==> src/rtl/mmio_responder_pkg.sv <==
// Shared constants and the register-select decoder for the MMIO responder.
package mmio_responder_pkg;

  localparam int          REGWIDTH    = 32;
  localparam int          IO_WIN_BITS = 6;
  localparam logic [31:0] IO_BASE     = 32'hFFFF_FC00;
  localparam logic [5:0]  IO_SW       = 6'h00;
  localparam logic [5:0]  IO_LED      = 6'h04;
  localparam logic [5:0]  IO_BTN      = 6'h08;
  localparam logic [5:0]  IO_TIMER    = 6'h0C;

  typedef enum logic [2:0] {
    SEL_NONE  = 3'd0,
    SEL_SW    = 3'd1,
    SEL_LED   = 3'd2,
    SEL_BTN   = 3'd3,
    SEL_TIMER = 3'd4
  } io_sel_e;

  // Word-granular decode: the two byte-lane bits never take part.
  function automatic io_sel_e decode_sel(input logic [IO_WIN_BITS-1:0] off);
    io_sel_e sel;
    case (off[IO_WIN_BITS-1:2])
      IO_SW[IO_WIN_BITS-1:2]:    sel = SEL_SW;
      IO_LED[IO_WIN_BITS-1:2]:   sel = SEL_LED;
      IO_BTN[IO_WIN_BITS-1:2]:   sel = SEL_BTN;
      IO_TIMER[IO_WIN_BITS-1:2]: sel = SEL_TIMER;
      default:                   sel = SEL_NONE;
    endcase
    return sel;
  endfunction

endpackage

==> src/rtl/mmio_responder_io_debouncer.sv <==
// Two-flop synchroniser followed by a shared-count debouncer for a bus of raw inputs.
module io_debouncer #(
  parameter int WIDTH  = 1,
  parameter int CYCLES = 4
) (
  input  logic             clk,
  input  logic             rst,
  input  logic [WIDTH-1:0] raw,
  output logic [WIDTH-1:0] stable,
  output logic [WIDTH-1:0] rise
);

  localparam int             CW       = $clog2(CYCLES);
  localparam logic [CW-1:0]  CNT_LAST = CW'(CYCLES - 1);

  logic [WIDTH-1:0] sync1_q, sync1_d;
  logic [WIDTH-1:0] sync2_q, sync2_d;
  logic [WIDTH-1:0] stable_q, stable_d;
  logic [CW-1:0]    cnt_q, cnt_d;
  logic             accept;

  // Next-state: any difference between synced and stable keeps the common count running.
  always_comb begin
    sync1_d  = raw;
    sync2_d  = sync1_q;
    stable_d = stable_q;
    cnt_d    = {CW{1'b0}};
    accept   = 1'b0;
    if (sync2_q != stable_q) begin
      if (cnt_q == CNT_LAST) begin
        stable_d = sync2_q;
        cnt_d    = {CW{1'b0}};
        accept   = 1'b1;
      end else begin
        cnt_d = cnt_q + CW'(1'b1);
      end
    end else begin
      cnt_d = {CW{1'b0}};
    end
  end

  // State registers with synchronous reset.
  always_ff @(posedge clk) begin
    if (rst) begin
      sync1_q  <= {WIDTH{1'b0}};
      sync2_q  <= {WIDTH{1'b0}};
      stable_q <= {WIDTH{1'b0}};
      cnt_q    <= {CW{1'b0}};
    end else begin
      sync1_q  <= sync1_d;
      sync2_q  <= sync2_d;
      stable_q <= stable_d;
      cnt_q    <= cnt_d;
    end
  end

  assign stable = stable_q;
  // Rise flags the edge at which a bit of stable is about to go 0 -> 1.
  assign rise   = accept ? (sync2_q & ~stable_q) : {WIDTH{1'b0}};

endmodule

==> src/rtl/mmio_responder.sv <==
// CPU-side MMIO responder: debounced switches/button, LED register, sticky press flag, cycle timer.
module mmio_responder
  import mmio_responder_pkg::*;
#(
  parameter logic [31:0] BASE_ADDR       = IO_BASE,
  parameter int          DEBOUNCE_CYCLES = 500000
) (
  input  logic                clk,
  input  logic                rst,
  input  logic [15:0]         switches,
  input  logic                button,
  input  logic                MemRead,
  input  logic                MemWrite,
  input  logic [REGWIDTH-1:0] addr,
  input  logic [REGWIDTH-1:0] din,
  output logic [REGWIDTH-1:0] dout,
  output logic                hit,
  output logic [15:0]         LED
);

  logic [15:0]         sw_db, sw_rise;
  logic [0:0]          btn_db, btn_rise;
  logic [15:0]         led_q, led_d;
  logic [REGWIDTH-1:0] timer_q, timer_d;
  logic                press_flag_q, press_flag_d;
  logic [7:0]          press_cnt_q, press_cnt_d;
  io_sel_e             sel;
  logic                rd_en, wr_en;
  logic                unused_bits;

  io_debouncer #(.WIDTH(16), .CYCLES(DEBOUNCE_CYCLES)) u_sw_db (
    .clk    (clk),
    .rst    (rst),
    .raw    (switches),
    .stable (sw_db),
    .rise   (sw_rise)
  );

  io_debouncer #(.WIDTH(1), .CYCLES(DEBOUNCE_CYCLES)) u_btn_db (
    .clk    (clk),
    .rst    (rst),
    .raw    (button),
    .stable (btn_db),
    .rise   (btn_rise)
  );

  assign unused_bits = ^{addr[1:0], sw_rise, btn_db};

  // Address decode and zero-latency load mux.
  always_comb begin
    hit   = (addr[REGWIDTH-1:IO_WIN_BITS] == BASE_ADDR[REGWIDTH-1:IO_WIN_BITS]);
    sel   = decode_sel(addr[IO_WIN_BITS-1:0]);
    rd_en = MemRead & hit;
    wr_en = MemWrite & hit;
    dout  = {REGWIDTH{1'b0}};
    if (rd_en) begin
      case (sel)
        SEL_SW:    dout = {16'h0000, sw_db};
        SEL_LED:   dout = {16'h0000, led_q};
        SEL_BTN:   dout = {16'h0000, press_cnt_q, 7'b000_0000, press_flag_q};
        SEL_TIMER: dout = timer_q;
        default:   dout = {REGWIDTH{1'b0}};
      endcase
    end else begin
      dout = {REGWIDTH{1'b0}};
    end
  end

  // Register next-state; a debounced press beats a concurrent clear-on-read.
  always_comb begin
    led_d        = led_q;
    timer_d      = timer_q + 32'd1;
    press_flag_d = press_flag_q;
    press_cnt_d  = press_cnt_q;
    if (wr_en && (sel == SEL_LED)) begin
      led_d = din[15:0];
    end else begin
      led_d = led_q;
    end
    if (wr_en && (sel == SEL_TIMER)) begin
      timer_d = din;
    end else begin
      timer_d = timer_q + 32'd1;
    end
    if (btn_rise[0]) begin
      press_flag_d = 1'b1;
      press_cnt_d  = press_cnt_q + 8'd1;
    end else if (rd_en && (sel == SEL_BTN)) begin
      press_flag_d = 1'b0;
      press_cnt_d  = press_cnt_q;
    end else begin
      press_flag_d = press_flag_q;
      press_cnt_d  = press_cnt_q;
    end
  end

  // Architectural registers; reset overrides any concurrent access.
  always_ff @(posedge clk) begin
    if (rst) begin
      led_q        <= 16'h0000;
      timer_q      <= 32'h0000_0000;
      press_flag_q <= 1'b0;
      press_cnt_q  <= 8'h00;
    end else begin
      led_q        <= led_d;
      timer_q      <= timer_d;
      press_flag_q <= press_flag_d;
      press_cnt_q  <= press_cnt_d;
    end
  end

  assign LED = led_q;

endmodule
==> config.mk <==
export PLATFORM = sky130hd
export DESIGN_NAME = mmio_responder
export DESIGN_NICKNAME = d
export VERILOG_FILES = /design/src/rtl/mmio_responder_pkg.sv /design/src/rtl/mmio_responder_io_debouncer.sv /design/src/rtl/mmio_responder.sv
export SDC_FILE = /design/constraint.sdc
export NUM_CORES = 1
export LEC_CHECK = 0
export BUFFER_PORTS_ARGS = -buffer_cell sky130_fd_sc_hd__buf_2
export CAP_MARGIN = 20
export CORE_MARGIN = 3
export CORE_UTILIZATION = 60
export DETAILED_ROUTE_END_ITERATION = 8
export PLACE_DENSITY = 0.92
export SYNTH_ARGS = -nofsm -noshare
export SYNTH_HDL_FRONTEND = slang
export SYNTH_HIERARCHICAL = 1
export SYNTH_SLANG_ARGS = --single-unit
==> constraint.sdc <==
create_clock -name clk -period 4 [get_ports clk]
set_input_delay 0 -clock clk [delete_from_list [all_inputs] [get_ports clk]]
set_output_delay 0 -clock clk [all_outputs]
set_load 0.01 [all_outputs]
**Word-level counts from Yosys, hierarchy flattened**

Index checks and enable logic that the tools add are counted.

- Bits in registers: 146
- Input port bits: 85
- Output and inout port bits: 49
- Logic and storage cells: 52

- $add $sub $neg: 4
- Equality and inequality tests: 12
- Muxes and demuxes: 9
- Bitwise operators: 6
- Reductions and logical operators: 9

Operator list:

| operator | count |
|---|---|
| $pmux W32 S4 | 1 |
| $mux W32 | 2 |
| $add A19 B1 Y19 const B | 2 |
| $eq A19 B19 Y1 const B | 2 |
| $add A32 B1 Y32 const B | 1 |
| $eq A26 B26 Y1 const B | 1 |
| $ne A16 B16 Y1 | 1 |
| $pmux W3 S4 | 1 |
| $add A8 B1 Y8 const B | 1 |
| $eq A4 B2 Y1 const B | 2 |
| $eq A3 B2 Y1 const B | 2 |
| $reduce_or A3 Y1 | 2 |
| $mux W1 | 5 |
| $eq A4 B1 Y1 const B | 1 |
| $logic_not A4 Y1 | 1 |
| $reduce_and A2 Y1 | 2 |
| $and A1 B1 Y1 | 3 |
| $eq A3 B1 Y1 const B | 1 |
| $eq A3 B3 Y1 const B | 1 |
| $logic_and A1 B1 Y1 | 3 |
| $not A1 Y1 | 3 |
| $reduce_bool A2 Y1 | 1 |
| $ne A1 B1 Y1 | 1 |

**Depth between registers and ports, before layout**

- Word-level depth: 6
- Mapped depth: 9
- Depth with buffers taken out: 7

**Cells and area by module**

The synthesis kept the hierarchy.

By module, submodules not included:

| module | instances | cells an instance | area an instance (µm²) | sequential area each (µm²) |
|---|---|---|---|---|
| mmio_responder | 1 | 386 | 3260.6 | 1141.1 |
| io_debouncer (u_sw_db) | 1 | 301 | 2866.5 | 1341.3 |
| io_debouncer (u_btn_db) | 1 | 111 | 989.7 | 440.4 |

**Least setup slack after synthesis**

Ideal clock, no wire load.

- Path type: reg-to-reg
- Start: register u_btn_db.cnt_q[0]
- End: register press_cnt_q[7]
- Setup time: 0.070 ns
- Data arrival time: 2.201 ns
- Required time: 3.930 ns
- Slack: 1.728 ns
- Cell stages (with the launch flop): 9
- Path buffers: 1
- Period minus slack after synthesis: 2.272 ns
- Cell sequence: dfxtp_1 -> ha_1 -> and4_2 -> nand3_1 -> nor4b_1 -> clkbuf_1 -> nand4_1 -> or3_1 -> a21oi_1

- Word-level cells in the longest chain between the ends: 4

Ends and longest elaborated chain:

| item | RTL line | source |
|---|---|---|
| start: declaration | mmio_responder_io_debouncer.sv:19 | `logic [CW-1:0] cnt_q, cnt_d;` |
| start signal: assignment | mmio_responder_io_debouncer.sv:48 | `cnt_q <= {CW{1'b0}};` |
| start signal: assignment | mmio_responder_io_debouncer.sv:53 | `cnt_q <= cnt_d;` |
| $eq A19 B19 Y1 | mmio_responder_io_debouncer.sv:30 | `if (cnt_q == CNT_LAST) begin` |
| $mux W1 | mmio_responder_io_debouncer.sv:30 |  |
| $mux W1 | mmio_responder_io_debouncer.sv:29 | `if (sync2_q != stable_q) begin` |
| $mux W1 | mmio_responder_io_debouncer.sv:59 | `assign rise = accept ? (sync2_q & ~stable_q) : {WIDTH{1'b0}};` |
| named net btn_rise | mmio_responder.sv:22 | `logic [0:0] btn_db, btn_rise;` |
| end signal: assignment | mmio_responder.sv:108 | `press_cnt_q <= press_cnt_d;` |
| end: declaration | mmio_responder.sv:26 | `logic [7:0] press_cnt_q, press_cnt_d;` |

The timed path passes the listed nets, and every way through them passes these cells.
A chain may end at the register's enable or synchronous reset.

**Final worst setup path**

Same ends and word-level chain as after synthesis.

==> key figures <==
Timing
  • FMAX: 415 MHz
  • Min cycle time layout: 2.41 ns
  • WHS: 0.0497 ns
  • Setup clock skew after layout: 0.0102 ns
  • Final worst slack: 1.59 ns
  • Fin. max-slew vios: 0
  • Worst Max-Slew Pin Slew: about 1.1 ns
  • Post-route clock period utilization: between 60% and 70%
  • Final setup TNS: 0 ns
  • RSZ-0062 raised after global routing: false
  • Count of final hold-check violations: 0
  • Final setup fails: 0
  • Slew HR: between 20 and 30%

Yosys
  • Synth Instances: 779
  • Yosys warns: 6
  • Net Count, Synth: 885
  • Cell Area, Synth: 0.00700 mm2
  • Post-Syn Area per Cell: 8.98 um2

Worst hold path
  • Worst Hold Path Cells: 2
  • Min-Delay Path Class: in -> reg
  • Hold Crit Endpoint: u_sw_db/sync1_q[0]
  • Worst Hold Launch: rst

Final layout
  • Nets: 1047
  • Final core utilization: 78.8%
  • Area Overhead vs Synth: 25.2%
  • Share of cells above drive strength 1: 21.0%

Placed design
  • DP Worst Slack: roughly 1.6 ns
  • IO buf count: between 100 and 150
  • Global placer's final weighted congestion: just over 0.9
  • Dpl hpwl: 11.7 mm

Worst setup path
  • Levels on crit path: 8
  • Crit path kind: reg -> reg
  • Worst EP arrival: between 2 and 3 ns
  • R2R Path Start: u_btn_db/cnt_q[0]
  • Reg2Reg Setup Slack: between 1.5 and 2 ns
  • Worst r2r dst: press_cnt_q[7]
  • FF-to-FF path depth: 8
  • Worst setup SP type: flip-flop
  • Crit-path max FO: 8
  • CP peak stage delay: 0.39 ns
  • Crit path max-delay cell type: or3_1
  • CP delay by family, top: simple AND/OR/NAND/NOR gates
  • Required @ worst endpoint: 4.34 ns
  • CP endpoint kind: flip-flop
  • CP cell instances: ha_1 > and4_2 > nand3_1 > nor4b_1 > buf_4 > nand4_1 > or3_1 > a21oi_1
  • Worst Path Buf+Inv: 1

Floorplan
  • IO Pins: ~130
  • Starting density of the core: approximately 63%
  • Row count: 38
  • Die ar.: 0.0130 mm2
  • Die Span Y: ~110 um
  • Die width: roughly 110 um
  • Core ar.: 0.0111 mm2

Detailed routing
  • Wire per inst: 17.8 um
  • DRC: 0
  • Post-DRT Antenna Nets: 0
  • Initial drt markers: 740
  • Drt first pass iters: 8
  • Via count: 6655
  • Avg Vias per Cell: 6.08
  • Final WL: 19.5 mm

Clock tree
  • Clk pin slew, worst setup/hold paths: 0.06 ns
  • Clock Path Buffers: 2
  • Clock sinks: 146
  • H-tree depth: 4
  • Post_cts resized: 0
  • CTS tree: built
  • Num CTS Buffers: 17
  • Root Buffer: clkbuf_16
  • Clk Latency, worst-skew pair: roughly 0.42 ns

Job
  • Max-cap viol count: 0

GRT
  • Busiest layer in global routing: met2
  • Global-route wire length before repair: around 31 mm
  • Met2 global-route usage: between 50% and 60%
  • Initial antenna violation count: 1
  • Global Route Usage Sum: 29.9%
  • Met1 usage: a little over a third
  • Vias in the first global route: 6441
  • M3 GR Usage: about 8%
  • GR Overflow Total: 0
  • Largest net degree at the start of global routing: 64

Power
  • Peak supply drop: approximately 360 uV
  • Power Dens Cells: 362 mW/mm2
  • Static Leak: 3.38 nW

Status
  • Outcome: finished, final reports clean
[registers in the layout (all words and copies together) (netlist names), 8 cells and up]
register	cells
timer_q	32
u_btn_db/cnt_q	19
u_sw_db/cnt_q	19
LED	16
u_sw_db/stable	16
u_sw_db/sync1_q	16
u_sw_db/sync2_q	16
press_cnt_q	8
[through the flow]
stage / std cells / power, W / area (um2)
finish: 1094 / 0.00317 / 8760
CTS: 1093 / 0.00316 / 8760
floorplan: 779 / 0.00159 / 7000
global route: 1094 / 0.00327 / 8760
detailed placement: 1012 / 0.00165 / 7690
global placement: 1011 / 0.00165 / 7680
[power breakdown]
| group | leakage [nW] | total (W) | internal [W] | switching [W] |
|---|---|---|---|---|
| logic | 1.94 | 0.000174 | 0.0000895 | 0.0000849 |
| clock network | 0.261 | 0.00150 | 0.000887 | 0.000616 |
| registers | 1.18 | 0.00149 | 0.00148 | 0.0000140 |
| total | 3.38 | 0.00317 | 0.00245 | 0.000715 |
[placed cells by master (no fill, tap or decap), types with 2 or more instances in the layout]
master,n
dlygate4sd3_1,50
dfxtp_1,146
and2_1,21
nand2_1,32
nor4bb_1,2
nor2_1,93
o31a_1,2
xor2_1,30
a21oi_2,10
nor3_1,9
clkbuf_16,17
a211oi_1,30
xnor2_1,27
a21oi_1,34
o21ai_0,8
buf_4,7
nor4b_1,4
and4_1,5
a31o_2,2
and3_1,12
o31ai_1,19
or4_1,4
nor2b_1,34
nand3_1,27
clkinv_4,3
clkinvlp_4,5
nor4_2,2
clkbuf_8,2
or3_1,9
nand4_1,50
a22oi_1,25
nor4b_2,3
mux2i_1,18
ha_1,21
nor4_1,8
inv_1,23
buf_2,130
nor4_4,2
nand4_2,4
[worst max path at each step]
stage	startpoint	to	slack, ns
after global routing	u_btn_db/cnt_q[0]	press_cnt_q[7]	1.30
after global placement	u_btn_db/cnt_q[0]	press_cnt_q[7]	1.68
after floorplan	u_btn_db/cnt_q[0]	press_cnt_q[7]	1.73
after CTS	u_btn_db/cnt_q[0]	press_cnt_q[7]	1.61
final	u_btn_db/cnt_q[0]	press_cnt_q[7]	1.59
after detailed placement	u_btn_db/cnt_q[0]	press_cnt_q[7]	1.63
[area by class of cell]
cell class | instances | area [um2]
clock buffer | 20 | 457
fill | 667 | 2360
sequential | 146 | 2920
multi-input combinational | 565 | 3800
clock inverter | 11 | 108
inverter | 23 | 86.3
timing repair buffer | 188 | 1210
antenna | 1 | 2.50
tap | 140 | 175
[worst register-to-register path: stages (launching register included)]
cell	delay, ns
dfxtp_1	0.37
ha_1	0.24
and4_2	0.32
nand3_1	0.16
nor4b_1	0.33
buf_4	0.21
nand4_1	0.18
or3_1	0.39
a21oi_1	0.14
[metal layers]
metal	wire, um	share of wire, %
met1	7390	38
met2	9730	50
met3	1640	8.4
met4	765	3.9
met5	0	0
[what timing repair did]
action | 4_1_cts | 5_1_grt
hold buffers | 50 | 0
endpoints found under the hold margin | 66 | 0
buffers inserted | 0 | 0
Power figures use the tool's default switching activity.
